$ cat src/rtl/mem_bus_arbiter_pkg.sv
// Shared types and constants for the byte-wide memory bus arbiter.
//   state_e        : sequencer state (IDLE / READ / WRITE)
//   req_id_e       : requester identity (ICache / load-store buffer)
//   SIZE_*         : ls_size encodings, size_to_bytes() decodes them to a byte count
//   MEM_IO_MASK    : default value of addr[17:16] that selects IO space
//   byte_sel()     : picks byte k of a little-endian word
package mem_arb_pkg;

  typedef enum logic [1:0] {
    ST_IDLE  = 2'd0,
    ST_READ  = 2'd1,
    ST_WRITE = 2'd2
  } state_e;

  typedef enum logic {
    REQ_IC  = 1'b0,
    REQ_LSB = 1'b1
  } req_id_e;

  localparam logic [1:0] SIZE_BYTE = 2'd0;
  localparam logic [1:0] SIZE_HALF = 2'd1;
  localparam logic [1:0] SIZE_WORD = 2'd2;

  localparam logic [1:0] MEM_IO_MASK = 2'b11;
  localparam logic [2:0] IC_BYTES    = 3'd4;

  // Size 3 is illegal and is serviced as a full word.
  function automatic logic [2:0] size_to_bytes(input logic [1:0] size);
    case (size)
      SIZE_BYTE: return 3'd1;
      SIZE_HALF: return 3'd2;
      default:   return 3'd4;
    endcase
  endfunction

  function automatic logic [7:0] byte_sel(input logic [31:0] w, input logic [1:0] k);
    return w[{k, 3'b000} +: 8];
  endfunction

endpackage

$ cat src/rtl/mem_bus_arbiter_if.sv
// Bundle of the requester handshakes and the byte-wide memory pins.
//   ic_*            : ICache word-fetch request / response
//   ls_*            : load-store buffer request / response
//   io_buffer_full  : UART TX full flag
//   mem_*           : RAM/IO port (address, read byte, write byte, write strobe)
// Modport slave is the arbiter; modport master is everything around it.
interface mem_arb_if;

  logic        ic_req;
  logic [31:0] ic_addr;
  logic        ic_done;
  logic [31:0] ic_data;

  logic        ls_req;
  logic        ls_we;
  logic [1:0]  ls_size;
  logic [31:0] ls_addr;
  logic [31:0] ls_wdata;
  logic        ls_done;
  logic [31:0] ls_rdata;

  logic        io_buffer_full;
  logic [7:0]  mem_din;
  logic [7:0]  mem_dout;
  logic [31:0] mem_a;
  logic        mem_wr;

  modport slave (
    input  ic_req, ic_addr, ls_req, ls_we, ls_size, ls_addr, ls_wdata,
           io_buffer_full, mem_din,
    output ic_done, ic_data, ls_done, ls_rdata, mem_dout, mem_a, mem_wr
  );

  modport master (
    output ic_req, ic_addr, ls_req, ls_we, ls_size, ls_addr, ls_wdata,
           io_buffer_full, mem_din,
    input  ic_done, ic_data, ls_done, ls_rdata, mem_dout, mem_a, mem_wr
  );

endinterface

$ cat src/rtl/mem_bus_arbiter_rr_arbiter2.sv
// Two-input round-robin picker.
//   clk, rst     : clock, asynchronous active-low reset
//   en_i         : arbitration allowed this cycle
//   req_ic_i     : ICache request
//   req_ls_i     : load-store buffer request
//   gnt_valid_o  : a grant is taken this cycle
//   gnt_id_o     : which requester wins
// last_grant records the winner of the most recent contested pick, so ties
// alternate between the two requesters; it resets to IC, handing the first
// tie to the LSB.
module rr_arbiter2
  import mem_arb_pkg::*;
(
  input  logic    clk,
  input  logic    rst,
  input  logic    en_i,
  input  logic    req_ic_i,
  input  logic    req_ls_i,
  output logic    gnt_valid_o,
  output req_id_e gnt_id_o
);

  req_id_e last_grant_q;

  // NOTE: every output of an always_comb gets a default first, so no path leaves it unassigned and no latch is inferred.
  always_comb begin
    gnt_valid_o = en_i && (req_ic_i || req_ls_i);
    gnt_id_o    = REQ_IC;
    if (req_ic_i && req_ls_i) begin
      gnt_id_o = (last_grant_q == REQ_IC) ? REQ_LSB : REQ_IC;
    end else if (req_ls_i) begin
      gnt_id_o = REQ_LSB;
    end
  end

  // NOTE: state is updated with non-blocking assignments so every flop samples pre-edge values.
  always_ff @(posedge clk or negedge rst) begin
    if (!rst) begin
      last_grant_q <= REQ_IC;
    end else if (en_i && req_ic_i && req_ls_i) begin
      last_grant_q <= gnt_id_o;
    end
  end

endmodule

$ cat src/rtl/mem_bus_arbiter.sv
// Arbitrates the single byte-wide RAM/IO port between ICache and the LSB and
// serialises each granted 1/2/4-byte access into per-byte bus cycles.
//   clk, rst : clock, asynchronous active-low reset
//   rdy      : pipeline pause, all state frozen while low
//   flush    : branch mispredict, aborts any read in flight
//   bus      : requester handshakes and memory pins (mem_arb_if.slave)
// Reads have a two-cycle address-to-capture latency (synchronous RAM), so an
// issue pointer runs ahead of a capture pointer. Writes stall on a full UART
// when the byte address falls in IO space.
module mem_bus_arbiter
  import mem_arb_pkg::*;
#(
  parameter logic [1:0] IO_MASK = MEM_IO_MASK
) (
  input  logic     clk,
  input  logic     rst,
  input  logic     rdy,
  input  logic     flush,
  mem_arb_if.slave bus
);

  state_e      state_q;
  req_id_e     id_q;
  logic [31:0] addr_q;
  logic [31:0] wdata_q;
  logic [31:0] data_q;
  logic [2:0]  n_q;
  logic [2:0]  iss_q;       // next read byte to put on the bus
  logic [2:0]  cap_q;       // next read byte to capture; byte index in WRITE
  logic        issued_q;    // mem_a holds a read address this cycle
  logic        pend_q;      // mem_din carries a requested byte this cycle
  logic        paused_q;    // previous edge was frozen by rdy

  logic [31:0] mem_a_q;
  logic [7:0]  mem_dout_q;
  logic        mem_wr_q;
  logic        ic_done_q;
  logic        ls_done_q;
  logic [31:0] ic_data_q;
  logic [31:0] ls_rdata_q;

  function automatic logic io_blocked(input logic [31:0] a, input logic full);
    return (a[17:16] == IO_MASK) && full;
  endfunction

  // A request still held during its done cycle must not be re-granted, so
  // arbitration waits out any done pulse.
  logic    grant_en;
  logic    gnt_valid;
  req_id_e gnt_id;

  assign grant_en = rdy && !flush && (state_q == ST_IDLE) && !ic_done_q && !ls_done_q;

  rr_arbiter2 u_rr (
    .clk         (clk),
    .rst         (rst),
    .en_i        (grant_en),
    .req_ic_i    (bus.ic_req),
    .req_ls_i    (bus.ls_req),
    .gnt_valid_o (gnt_valid),
    .gnt_id_o    (gnt_id)
  );

  logic [31:0] g_addr_d;
  logic [2:0]  g_n_d;
  logic        g_we_d;

  always_comb begin
    g_addr_d = bus.ic_addr;
    g_n_d    = IC_BYTES;
    g_we_d   = 1'b0;
    if (gnt_id == REQ_LSB) begin
      g_addr_d = bus.ls_addr;
      g_n_d    = size_to_bytes(bus.ls_size);
      g_we_d   = bus.ls_we;
    end
  end

  // Assembled read word with the byte on mem_din dropped into its lane.
  logic [31:0] data_d;

  always_comb begin
    data_d = data_q;
    data_d[{cap_q[1:0], 3'b000} +: 8] = bus.mem_din;
  end

  // Next write byte: advance only once the current byte actually went out.
  logic [2:0]  wk_d;
  logic [31:0] wr_addr_d;
  logic [7:0]  wr_byte_d;

  always_comb begin
    wk_d      = mem_wr_q ? cap_q + 3'd1 : cap_q;
    wr_addr_d = addr_q + {29'd0, wk_d};
    wr_byte_d = byte_sel(wdata_q, wk_d[1:0]);
  end

  always_ff @(posedge clk or negedge rst) begin
    if (!rst) begin
      state_q    <= ST_IDLE;
      id_q       <= REQ_IC;
      addr_q     <= '0;
      wdata_q    <= '0;
      data_q     <= '0;
      n_q        <= '0;
      iss_q      <= '0;
      cap_q      <= '0;
      issued_q   <= 1'b0;
      pend_q     <= 1'b0;
      paused_q   <= 1'b0;
      mem_a_q    <= '0;
      mem_dout_q <= '0;
      mem_wr_q   <= 1'b0;
      ic_done_q  <= 1'b0;
      ls_done_q  <= 1'b0;
      ic_data_q  <= '0;
      ls_rdata_q <= '0;
    end else if (!rdy) begin
      paused_q <= 1'b1;
    end else begin
      paused_q  <= 1'b0;
      ic_done_q <= 1'b0;
      ls_done_q <= 1'b0;

      case (state_q)
        ST_IDLE: begin
          if (gnt_valid) begin
            id_q    <= gnt_id;
            addr_q  <= g_addr_d;
            n_q     <= g_n_d;
            wdata_q <= bus.ls_wdata;
            data_q  <= '0;
            cap_q   <= '0;
            mem_a_q <= g_addr_d;
            if (g_we_d) begin
              state_q    <= ST_WRITE;
              mem_dout_q <= bus.ls_wdata[7:0];
              mem_wr_q   <= !io_blocked(g_addr_d, bus.io_buffer_full);
            end else begin
              state_q  <= ST_READ;
              iss_q    <= 3'd1;
              issued_q <= 1'b1;
              pend_q   <= 1'b0;
            end
          end
        end

        ST_READ: begin
          if (flush) begin
            state_q  <= ST_IDLE;
            mem_a_q  <= '0;
            issued_q <= 1'b0;
            pend_q   <= 1'b0;
          end else if (paused_q) begin
            // The RAM kept running during the pause, so anything in flight is
            // stale: restart issue from the first uncaptured byte.
            mem_a_q  <= addr_q + {29'd0, cap_q};
            iss_q    <= cap_q + 3'd1;
            issued_q <= 1'b1;
            pend_q   <= 1'b0;
          end else begin
            pend_q <= issued_q;
            if (iss_q < n_q) begin
              mem_a_q  <= addr_q + {29'd0, iss_q};
              iss_q    <= iss_q + 3'd1;
              issued_q <= 1'b1;
            end else begin
              issued_q <= 1'b0;
            end
            if (pend_q) begin
              data_q <= data_d;
              cap_q  <= cap_q + 3'd1;
              if (cap_q + 3'd1 == n_q) begin
                state_q  <= ST_IDLE;
                mem_a_q  <= '0;
                issued_q <= 1'b0;
                pend_q   <= 1'b0;
                if (id_q == REQ_IC) begin
                  ic_done_q <= 1'b1;
                  ic_data_q <= data_d;
                end else begin
                  ls_done_q  <= 1'b1;
                  ls_rdata_q <= data_d;
                end
              end
            end
          end
        end

        ST_WRITE: begin
          // Stores are committed state: flush never aborts them.
          if (mem_wr_q && (cap_q + 3'd1 == n_q)) begin
            state_q   <= ST_IDLE;
            mem_a_q   <= '0;
            mem_wr_q  <= 1'b0;
            ls_done_q <= 1'b1;
          end else begin
            cap_q      <= wk_d;
            mem_a_q    <= wr_addr_d;
            mem_dout_q <= wr_byte_d;
            mem_wr_q   <= !io_blocked(wr_addr_d, bus.io_buffer_full);
          end
        end

        default: state_q <= ST_IDLE;
      endcase
    end
  end

  assign bus.mem_a    = mem_a_q;
  assign bus.mem_dout = mem_dout_q;
  assign bus.mem_wr   = mem_wr_q && rdy;
  assign bus.ic_done  = ic_done_q;
  assign bus.ic_data  = ic_data_q;
  assign bus.ls_done  = ls_done_q;
  assign bus.ls_rdata = ls_rdata_q;

endmodule

$ cat src/flat_wrapper.sv
// flat-port wrapper written by rule: the top's interface ports become plain ports
module mem_bus_arbiter_flat import mem_arb_pkg::*;
#(
  parameter logic [1:0] IO_MASK = MEM_IO_MASK
)
  (clk, rst, rdy, flush, bus_ic_req, bus_ic_addr, bus_ls_req, bus_ls_we, bus_ls_size, bus_ls_addr, bus_ls_wdata, bus_io_buffer_full, bus_mem_din, bus_ic_done, bus_ic_data, bus_ls_done, bus_ls_rdata, bus_mem_dout, bus_mem_a, bus_mem_wr);
  mem_arb_if bus_i ();
  input  logic clk;
  input  logic rst;
  input  logic rdy;
  input  logic flush;
  input wire logic [$bits(bus_i.ic_req)-1:0] bus_ic_req;
  input wire logic [$bits(bus_i.ic_addr)-1:0] bus_ic_addr;
  input wire logic [$bits(bus_i.ls_req)-1:0] bus_ls_req;
  input wire logic [$bits(bus_i.ls_we)-1:0] bus_ls_we;
  input wire logic [$bits(bus_i.ls_size)-1:0] bus_ls_size;
  input wire logic [$bits(bus_i.ls_addr)-1:0] bus_ls_addr;
  input wire logic [$bits(bus_i.ls_wdata)-1:0] bus_ls_wdata;
  input wire logic [$bits(bus_i.io_buffer_full)-1:0] bus_io_buffer_full;
  input wire logic [$bits(bus_i.mem_din)-1:0] bus_mem_din;
  output wire logic [$bits(bus_i.ic_done)-1:0] bus_ic_done;
  output wire logic [$bits(bus_i.ic_data)-1:0] bus_ic_data;
  output wire logic [$bits(bus_i.ls_done)-1:0] bus_ls_done;
  output wire logic [$bits(bus_i.ls_rdata)-1:0] bus_ls_rdata;
  output wire logic [$bits(bus_i.mem_dout)-1:0] bus_mem_dout;
  output wire logic [$bits(bus_i.mem_a)-1:0] bus_mem_a;
  output wire logic [$bits(bus_i.mem_wr)-1:0] bus_mem_wr;
  assign bus_i.ic_req = bus_ic_req;
  assign bus_i.ic_addr = bus_ic_addr;
  assign bus_i.ls_req = bus_ls_req;
  assign bus_i.ls_we = bus_ls_we;
  assign bus_i.ls_size = bus_ls_size;
  assign bus_i.ls_addr = bus_ls_addr;
  assign bus_i.ls_wdata = bus_ls_wdata;
  assign bus_i.io_buffer_full = bus_io_buffer_full;
  assign bus_i.mem_din = bus_mem_din;
  assign bus_ic_done = bus_i.ic_done;
  assign bus_ic_data = bus_i.ic_data;
  assign bus_ls_done = bus_i.ls_done;
  assign bus_ls_rdata = bus_i.ls_rdata;
  assign bus_mem_dout = bus_i.mem_dout;
  assign bus_mem_a = bus_i.mem_a;
  assign bus_mem_wr = bus_i.mem_wr;
  mem_bus_arbiter #(.IO_MASK(IO_MASK)) u_core (.clk(clk), .rst(rst), .rdy(rdy), .flush(flush), .bus(bus_i));
endmodule
$ cat config.mk
export PLATFORM = sky130hd
export DESIGN_NAME = mem_bus_arbiter_flat
export DESIGN_NICKNAME = d
export VERILOG_FILES = /design/src/rtl/mem_bus_arbiter_pkg.sv /design/src/rtl/mem_bus_arbiter_if.sv /design/src/rtl/mem_bus_arbiter_rr_arbiter2.sv /design/src/rtl/mem_bus_arbiter.sv /design/src/flat_wrapper.sv
export SDC_FILE = /design/constraint.sdc
export NUM_CORES = 1
export LEC_CHECK = 0
export ABC_AREA = 0
export CAP_MARGIN = 5
export CORE_AREA = 4 4 165 167
export CTS_CLUSTER_DIAMETER = 100
export DETAILED_ROUTE_END_ITERATION = 7
export DIE_AREA = 0 0 169 171
export PLACE_DENSITY = 0.74
export RECOVER_POWER = 100
export SKIP_LAST_GASP = 1
export SLEW_MARGIN = 20
export SYNTH_ARGS = -nofsm -noshare
export SYNTH_HDL_FRONTEND = slang
export SYNTH_SLANG_ARGS = --single-unit
$ cat constraint.sdc
create_clock -name clk -period 4.95 [get_ports clk]
set_input_delay 0.99 -clock clk [delete_from_list [all_inputs] [get_ports clk]]
set_output_delay 0.99 -clock clk [all_outputs]
set_load 0.005 [all_outputs]
# Word-level counts from Yosys, hierarchy flattened
# Index checks and enable logic that the tools add are counted.
[totals]
register_bits = 219
input_bits = 114
output_inout_bits = 107
elab_cells = 163
[classes]
add_sub_neg = 6
magnitude_cmp = 1
eq_ne = 18
shifts = 3
muxes = 79
bitwise_logic = 3
reduce_logical = 34
[op_table]
columns = ["operator", "count"]
rows = [
  ["$mux W32", 12],
  ["$add A32 B3 Y32", 3],
  ["$pmux W32 S3", 1],
  ["$pmux W32 S2", 1],
  ["$mux W3", 12],
  ["$mux W1", 33],
  ["$bwmux W32", 1],
  ["$shift A8 B7 Y32 const A", 1],
  ["$shiftx A32 B6 Y8", 1],
  ["$shiftx A8 B7 Y32", 1],
  ["$mux W8", 3],
  ["$reduce_and A7 Y1", 3],
  ["$reduce_and A6 Y1", 3],
  ["$pmux W8 S2", 1],
  ["$mux W2", 7],
  ["$logic_and A1 B1 Y1", 12],
  ["$pmux W3 S2", 2],
  ["$pmux W3 S3", 1],
  ["$ne A2 B1 Y1 const B", 4],
  ["$ne A2 B2 Y1 const B", 4],
  ["$pmux W1 S2", 4],
  ["$reduce_and A4 Y1", 2],
  ["$neg A5 Y7", 1],
  ["$add A3 B1 Y3 const B", 2],
  ["16 further kinds", 29],
]

# Longest topological paths before layout
# Gate-level depths: netlist (run 1).
[depth]
ltp_word = 9
ltp_mapped = 15
mapped_depth_nobuf = 11

# Hierarchy
# A second synthesis (run 1) with hierarchy kept.
[unflattened]
hier_cells = 1378
hier_area_um2 = 12619.6
[by_module_without_submodules]
columns = ["module", "n_inst", "cells_each", "area_each_um2"]
rows = [
  ["mem_bus_arbiter", 1, 1373, 12565.8],
  ["rr_arbiter2", 1, 5, 53.8],
]

# Worst setup path after synthesis (run 1)
# OpenSTA, ideal clock, no wires.
[synth_path]
path_type = "reg2reg"
start = "register u_core.cap_q[0]"
end = "register u_core.mem_a_q[7], in the netlist u_core.bus.mem_a[7]"
setup_time_ps = 126
arrival_ps = 3519
path_slack_ps = 1305
stages_incl_launch_ff = 16
period_less_slack_ps = 3645
path_cell_list = "dfrtp_1 > buf_2 > inv_1 > ha_1 > clkbuf_1 > mux2i_1 > clkbuf_1 > inv_1 > ha_1 > nand3_1 > and2_1 > clkbuf_1 > o22ai_1 > a21oi_1 > o32ai_1 > a221o_1"
[synth_via]
elab_chain_cells = 7
[synth_rtl]
columns = ["item", "line", "rtl"]
rows = [
  ["start: declaration", "mem_bus_arbiter.sv:29", "logic [2:0] cap_q;"],
  ["start signal: assignment", "mem_bus_arbiter.sv:172", "cap_q <= cap_q + 3'd1;"],
  ["start signal: assignment", "mem_bus_arbiter.sv:198", "cap_q <= wk_d;"],
  ["branches (longest 6 deep; another with $add A32 B3 Y32)", "n/a", ""],
  ["$pmux W32 S3 *", "mem_bus_arbiter.sv:125", "case (state_q)"],
  ["end signal: assignment", "mem_bus_arbiter.sv:134", "mem_a_q <= g_addr_d;"],
  ["end signal: assignment", "mem_bus_arbiter.sv:157", "mem_a_q <= addr_q + {29'd0, cap_q};"],
  ["end signal: assignment", "mem_bus_arbiter.sv:164", "mem_a_q <= addr_q + {29'd0, iss_q};"],
  ["end: declaration", "mem_bus_arbiter.sv:34", "logic [31:0] mem_a_q;"],
]
# Mark *: on every way between the ends.
# A chain may end at the register's enable or synchronous reset.

# Final worst setup path (run 1)
[layout_path]
start = "input rdy"
end = "register u_core.data_q[3]"
[layout_via]
elab_chain_cells = 7
[layout_rtl]
columns = ["item", "line", "rtl"]
rows = [
  ["start: declaration", "flat_wrapper.sv:10", "input logic rdy;"],
  ["$logic_and A1 B1 Y1 (4 in series)", "mem_bus_arbiter.sv:52", "assign grant_en = rdy && !flush && (state_q == ST_IDLE) && !ic_done_q && !ls_done_q;"],
  ["$logic_and A1 B1 Y1", "mem_bus_arbiter_rr_arbiter2.sv:27", "gnt_valid_o = en_i && (req_ic_i || req_ls_i);"],
  ["$ne A2 B1 Y1 (no source line)", "n/a", ""],
  ["$reduce_and A6 Y1 (no source line) *", "n/a", ""],
  ["end signal: assignment", "mem_bus_arbiter.sv:171", "data_q <= data_d;"],
  ["end: declaration", "mem_bus_arbiter.sv:26", "logic [31:0] data_q;"],
]
# Every way passes the cells marked *; elsewhere a longest branch is shown, timed or not.

==> run metrics, run 1 <==
number of synthesized flops with an enable pin 0; clock tree buffer depth 3; main combinational cell family by area after synthesis compound AO/OA/AOI/OAI gates; Async SR Flop Fraction 1.00; max-cap viol count 1; crit-path max FO 24; failing checks capacitance limit, slew limit; vias per cell 5.98; Leak 0.00677 uW; internal power component 5180 uW; Syn-to-layout area delta 25.3%; IO Pins 221; Slew Limit Headroom -0.883; clock power share 0.225; Rows 59; DIE AREA 28900 sq um; gr ovfl total 0; Fillers 2147; via count 11700; clock skew 0.00896 ns; DP Wirelength 27100 um; Pins Over Slew Limit 115; status finished, violations left; pin count of the biggest net entering global routing 115; Sw Share 0.413; commonest cells after routing, fill and taps aside 219 x dfrtp_1, 216 x o21ai_0, 195 x nand2_1, 126 x a21oi_1, 112 x clkdlybuf4s50_1; post-synth cell types 72; synth warn 0; most common cell after layout, fill and taps aside dfrtp_1; fraction of the mapped netlist area in simple logic gates 0.180; Crit path arrival time 4.57 ns; power share of the combinational group 0.427; power density over cell area 555 nW/um^2; crit end category flip-flop; CTS Buf Count 25; Psw 3650 uW; Power, Total 8830 uW; worst-margin pin slew 2.82 ns; H-tree depth 1; clock-pin slew on the worst setup and hold paths 0.06 ns; Die H 171 um; Post-CTS Hold Buffers 0; Main synth FF type dfrtp_1; Tcrit/Tclk final 0.837; nets@finish 1751; drt first pass iters 6; adder-cell share of the synthesized area 0.0274; endpoints failing hold 0; Global Route Usage Sum 0.258; Core Area 25800 sq um; post-synthesis mux area share 0.0641; Syn Inst Count 1455; Initial Util 0.493; DRT iter0 DRCs 1336; HP Class flip-flop to flip-flop; initial antenna violation count 0; final core occ 0.618; CP Launch Type primary input; post-route ant nets 0; setup TNS 0 ns; worst-skew pair later-pin latency 0.53 ns; Max VDD drop 0.000347 V; syn_nets 1595; ratio of cells with drive above 1 in the final layout 0.0731; crit path kind primary input to flip-flop; FF+latch count, synth 219; setup bufs post-CTS 0; RSZ-0062 raised after global routing false; Sequential Power Share 0.348; port bufs 220; clock sink count 219; GP Congestion 0.948; post-cts gate resize count 0; xor/xnor cell area share of the yosys netlist 0.0314; cell area after synthesis 12700 sq um; Worst EP required 5.38 ns; post-synthesis sequential area ratio 0.431; WL/cell 19.5 um; R2R Setup Slk 1.00 ns; n_diodes 0; final period demand of the worst path 4.14 ns; Root Driver clkbuf_16; TritonCTS clock tree built; # setup viols final 0; Die W 169 um; detailed-route wire length 38300 um; post-synthesis compound-gate area fraction 0.221; Max Freq 0.241 GHz; Remaining DRCs 0; vias in the first global route 11300; first-pass GRT wire length 61000 um; syn avg cell area 8.73 sq um
path summary, 6_finish.rpt:
| path | cells past startpoint | startpoint | end |
|---|---|---|---|
| setup / recovery | 7 | rdy | u_core.data_q[3]$_DFFE_PN0P_ |
| hold / removal | 2 | u_core.data_q[27]$_DFFE_PN0P_ | u_core.data_q[27]$_DFFE_PN0P_ |
| setup reg to reg | 12 | u_core.cap_q[1]$_DFFE_PN0P_ | u_core.bus.mem_a[7]$_DFFE_PN0P_ |
| hold reg to reg | 2 | u_core.data_q[27]$_DFFE_PN0P_ | u_core.data_q[27]$_DFFE_PN0P_ |
| max in group asynchronous | 2 | rst | u_core.addr_q[13]$_DFFE_PN0P_ |
| min in group asynchronous | 1 | rst | u_core.bus.ic_data[24]$_DFFE_PN0P_ |
final cells by class:
| class | count | area (sq um) | share of cell area |
|---|---|---|---|
| Multi-Input combinational cell | 1093 | 6670 | 0.419 |
| Clock buffer | 30 | 664 | 0.0417 |
| Clock inverter | 14 | 216 | 0.0136 |
| Timing Repair Buffer | 245 | 2370 | 0.149 |
| Sequential cell | 219 | 5480 | 0.344 |
| Tap cell | 335 | 419 | 0.0263 |
| Inverter | 27 | 101 | 0.00637 |
cell families after synthesis:
group,count (synthesis)
AO/OA/AOI/OAI,483
multiplexers,77
XOR/XNOR,44
buffers and inverters,143
AND/OR/NAND/NOR,463
adder cells (fa/ha/maj),26
flip-flops,219
power groups by stage:
stage	registers, uW	logic, uW	clock network [uW]
finish	3070	3770	1990
global route	3150	4180	2090
CTS	3050	3840	2010
detailed placement	3070	3810	0
global placement	3050	3710	0
floorplan	2740	2710	0
cells in the mapped netlist, drive strengths merged (23+ instances only):
| cell | number | area, sq um |
|---|---|---|
| inv | 27 | 101 |
| clkbuf | 83 | 313 |
| buf | 33 | 156 |
| xnor2 | 26 | 228 |
| ha | 23 | 288 |
| nand2 | 196 | 738 |
| a211oi | 23 | 173 |
| nor2b | 38 | 238 |
| o21ai | 217 | 1090 |
| a21oi | 126 | 631 |
| dfrtp | 219 | 5480 |
| mux2i | 42 | 420 |
| nor3 | 30 | 150 |
| nand3 | 58 | 303 |
| mux2 | 35 | 394 |
| nor2 | 46 | 173 |
through the flow:
stage / hold slack (ns) / area [sq um] / worst slack, ns / cells
3_3_place_gp: 0.453 / 15100 / 1.01 / 1919
2_1_floorplan: 0.442 / 12700 / 1.30 / 1455
5_1_grt: 0.492 / 15900 / 0.630 / 1963
4_1_cts: 0.476 / 16000 / 1.24 / 1963
6_report: 0.470 / 15900 / 0.808 / 1963
3_5_place_dp: 0.463 / 15100 / 0.836 / 1919
worst max-delay path, stage by stage:
cell,delay [ns]
dlygate4sd3_1,0.79
or4b_2,0.65
o21ai_0,0.39
o21ai_2,0.38
nor4_1,0.96
a21oi_1,0.15
o21ai_0,0.25
registers in the layout, summed over array words and instances (netlist names), 2 cells and up:
register / cells
u_core.addr_q: 32
u_core.bus.ic_data: 32
u_core.bus.ls_rdata: 32
u_core.bus.mem_a: 32
u_core.bus.mem_dout: 8
u_core.cap_q: 3
u_core.data_q: 32
u_core.iss_q: 3
u_core.n_q: 3
u_core.state_q: 2
u_core.wdata_q: 32
layer usage:
metal | part of all wire | routed length (um) | global-route usage
met3 | 0.076 | 2910 | 0.0367
met4 | 0.032 | 1210 | 0.0851
met2 | 0.47 | 18000 | 0.427
met5 | 0 | 0 | 0
met1 | 0.42 | 16200 | 0.353
No activity file was read; power rests on OpenSTA's default activity.
==> inputs of run 2 (changes only) <==
clock period = 4.23 ns   (was 4.95 ns; I/O delays follow)
==> run metrics, run 2 (synthesized netlist as in run 1, its figures left out) <==
final period demand of the worst path 3.80 ns; Fillers 2230 (+3.9%); Worst EP required 4.65 ns (-0.73 ns); DIE AREA 28900 sq um (unchanged); failing checks capacitance limit, slew limit; Power, Total 10100 uW (+15%); nets@finish 1757 (+0.34%); slowest CP cell clkbuf_1; Global Route Usage Sum 0.262 (+0.00352); WL/cell 19.7 um (+0.73%); Worst Reg-to-Reg Cells 12 (unchanged); most common cell after layout, fill and taps aside dfrtp_1; Sw Share 0.423 (+0.00995); crit end category flip-flop; crit-path max FO 31 (+29%); Core Area 25800 sq um (unchanged); H-tree depth 1 (unchanged); Initial Util 0.493 (unchanged); Hold Path Depth 2 (unchanged); TritonCTS clock tree built; GP Congestion 0.957 (+0.89%); port bufs 220 (unchanged); power share of the combinational group 0.442 (+0.015); Psw 4280 uW (+17%); ratio of cells with drive above 1 in the final layout 0.0734 (+0.000299); DRT iter0 DRCs 1178 (-12%); clock sink count 219 (unchanged); via count 11700 (-0.10%); DP Wirelength 27300 um (+0.84%); HP Class flip-flop to flip-flop; R2R Setup Slk 0.62 ns (-0.38 ns); status finished, violations left; Die H 171 um (unchanged); # setup viols final 0 (unchanged); Pins Over Slew Limit 78 (-32%); setup TNS 0 ns (unchanged); clock skew 0.0121 ns (+0.00316 ns); commonest cells after routing, fill and taps aside 219 x dfrtp_1, 216 x o21ai_0, 195 x nand2_1, 126 x a21oi_1, 110 x clkdlybuf4s50_1; setup bufs post-CTS 0 (unchanged); Cells after DPL 1925 (+0.31%); Leak 0.00675 uW (-0.27%); Worst Setup SP flush; drt first pass iters 6 (unchanged); Remaining DRCs 0 (unchanged); clock power share 0.203 (-0.022); first-pass GRT wire length 61700 um (+1.1%); CP Launch Type primary input; R2R Path Start u_core.cap_q[1]$_DFFE_PN0P_; vias per cell 5.95 (-0.51%); pin count of the biggest net entering global routing 149 (+30%); final core occ 0.618 (unchanged); R2R Path End u_core.bus.mem_a[7]$_DFFE_PN0P_; max-cap viol count 1 (unchanged); detailed-route wire length 38800 um (+1.1%); Post-CTS Hold Buffers 0 (unchanged); power density over cell area 636 nW/um^2 (+15%); Slowest Stage Delay on Critical Path 1.01 ns (+0.05 ns); Sequential Power Share 0.355 (+0.007); worst-margin pin slew 1.94 ns (-0.880 ns); RSZ-0062 raised after global routing false; worst-skew pair later-pin latency 0.53 ns (about the same); Slew Limit Headroom -0.296 (+0.587); Root Driver clkbuf_16; Crit path arrival time 4.22 ns (-0.35 ns); vias in the first global route 11300 (-0.044%); Max VDD drop 0.000450 V (+30%); clock tree buffer depth 3 (unchanged); fin cells 1971 (+0.41%); crit path kind primary input to flip-flop; hold_sp u_core.bus.ls_rdata[4]$_DFFE_PN0P_; endpoints failing hold 0 (unchanged); initial antenna violation count 1 (+1); post-cts gate resize count 0 (unchanged); CTS Buf Count 24 (-4.0%); clock-pin slew on the worst setup and hold paths 0.06 ns (about the same); Rows 59 (unchanged); multi-input logic area 6690 sq um (+0.30%); Hold Path Sink u_core.bus.ls_rdata[4]$_DFFE_PN0P_; internal power component 5840 uW (+13%); post-route ant nets 0 (unchanged); Syn-to-layout area delta 25.3% (unchanged); Die W 169 um (unchanged); IO Pins 221 (unchanged); gr ovfl total 0 (unchanged); Tcrit/Tclk final 0.899; CP cell instances dlygate4sd3_1 > or4b_2 > o22ai_4 > clkbuf_1 > nand3_1 > o31ai_1; Max Freq 0.263 GHz; Reg area 5480 sq um (unchanged)
-- run 2: cell count changes in the layout (fill, tap and decap cells not counted), sizes merged, moves of 2 or more --
cell / before / now
bufinv: 5 / 1
dlygate4sd3: 107 / 109
clkbuf: 38 / 40
clkdlybuf4s50: 112 / 110
buf: 18 / 27
-- run 2: worst max path at each step --
| stage | end | slack (ns) | cells past startpoint |
|---|---|---|---|
| final | u_core.cap_q[2]$_DFFE_PN0P_ | 0.43 | 6 |
| after global routing | u_core.addr_q[31]$_DFFE_PN0P_ | 0.26 | 3 |
| after CTS | u_core.bus.mem_a[7]$_DFFE_PN0P_ | 0.78 | 12 |
| after detailed placement | u_core.data_q[9]$_DFFE_PN0P_ | 0.36 | 7 |
| after global placement | u_core.data_q[13]$_DFFE_PN0P_ | 0.50 | 7 |
| after floorplan | u_core.bus.mem_a[7]$_DFFE_PN0P_ | 0.58 | 15 |
-- run 2: area by class of cell --
type / instances / share of cell area
clock inverter: 10 / 0.00653
antenna: 1 / 0.000157
inverter: 27 / 0.00637
timing repair buffer: 252 / 0.154
clock buffer: 34 / 0.0420
tap: 335 / 0.0263
multi-input combinational: 1093 / 0.420
sequential: 219 / 0.344
-- run 2: critical path, delay by kind of cell --
kind | cells | cell delay (ns)
buf+inv | 2 | 1.67
compound gates | 2 | 0.52
simple gates | 2 | 1.18
-- run 2: stage by stage --
step | hold WS, ns | worst slack (ns) | cell area (sq um)
2_1_floorplan | 0.442 | 0.585 | 12700
3_3_place_gp | 0.453 | 0.498 | 15200
3_5_place_dp | 0.462 | 0.359 | 15200
4_1_cts | 0.477 | 0.777 | 15900
5_1_grt | 0.498 | 0.258 | 15900
6_report | 0.472 | 0.427 | 15900
-- run 2: power by group through the flow --
stage	clock [uW]	sequential, uW	combinational, uW
final	2060	3590	4470
after global routing	2180	3690	4960
after CTS	2100	3570	4530
after detailed placement	0	3600	4500
after global placement	0	3580	4400
after floorplan	0	3210	3170
-- run 2: metal layers --
metal,global-route usage,wire length (um),vias up
met2,0.421,18100,510
met5,0,0,-
met1,0.360,16200,5537
met3,0.0411,2980,101
met4,0.100,1480,0
li1,-,-,5572
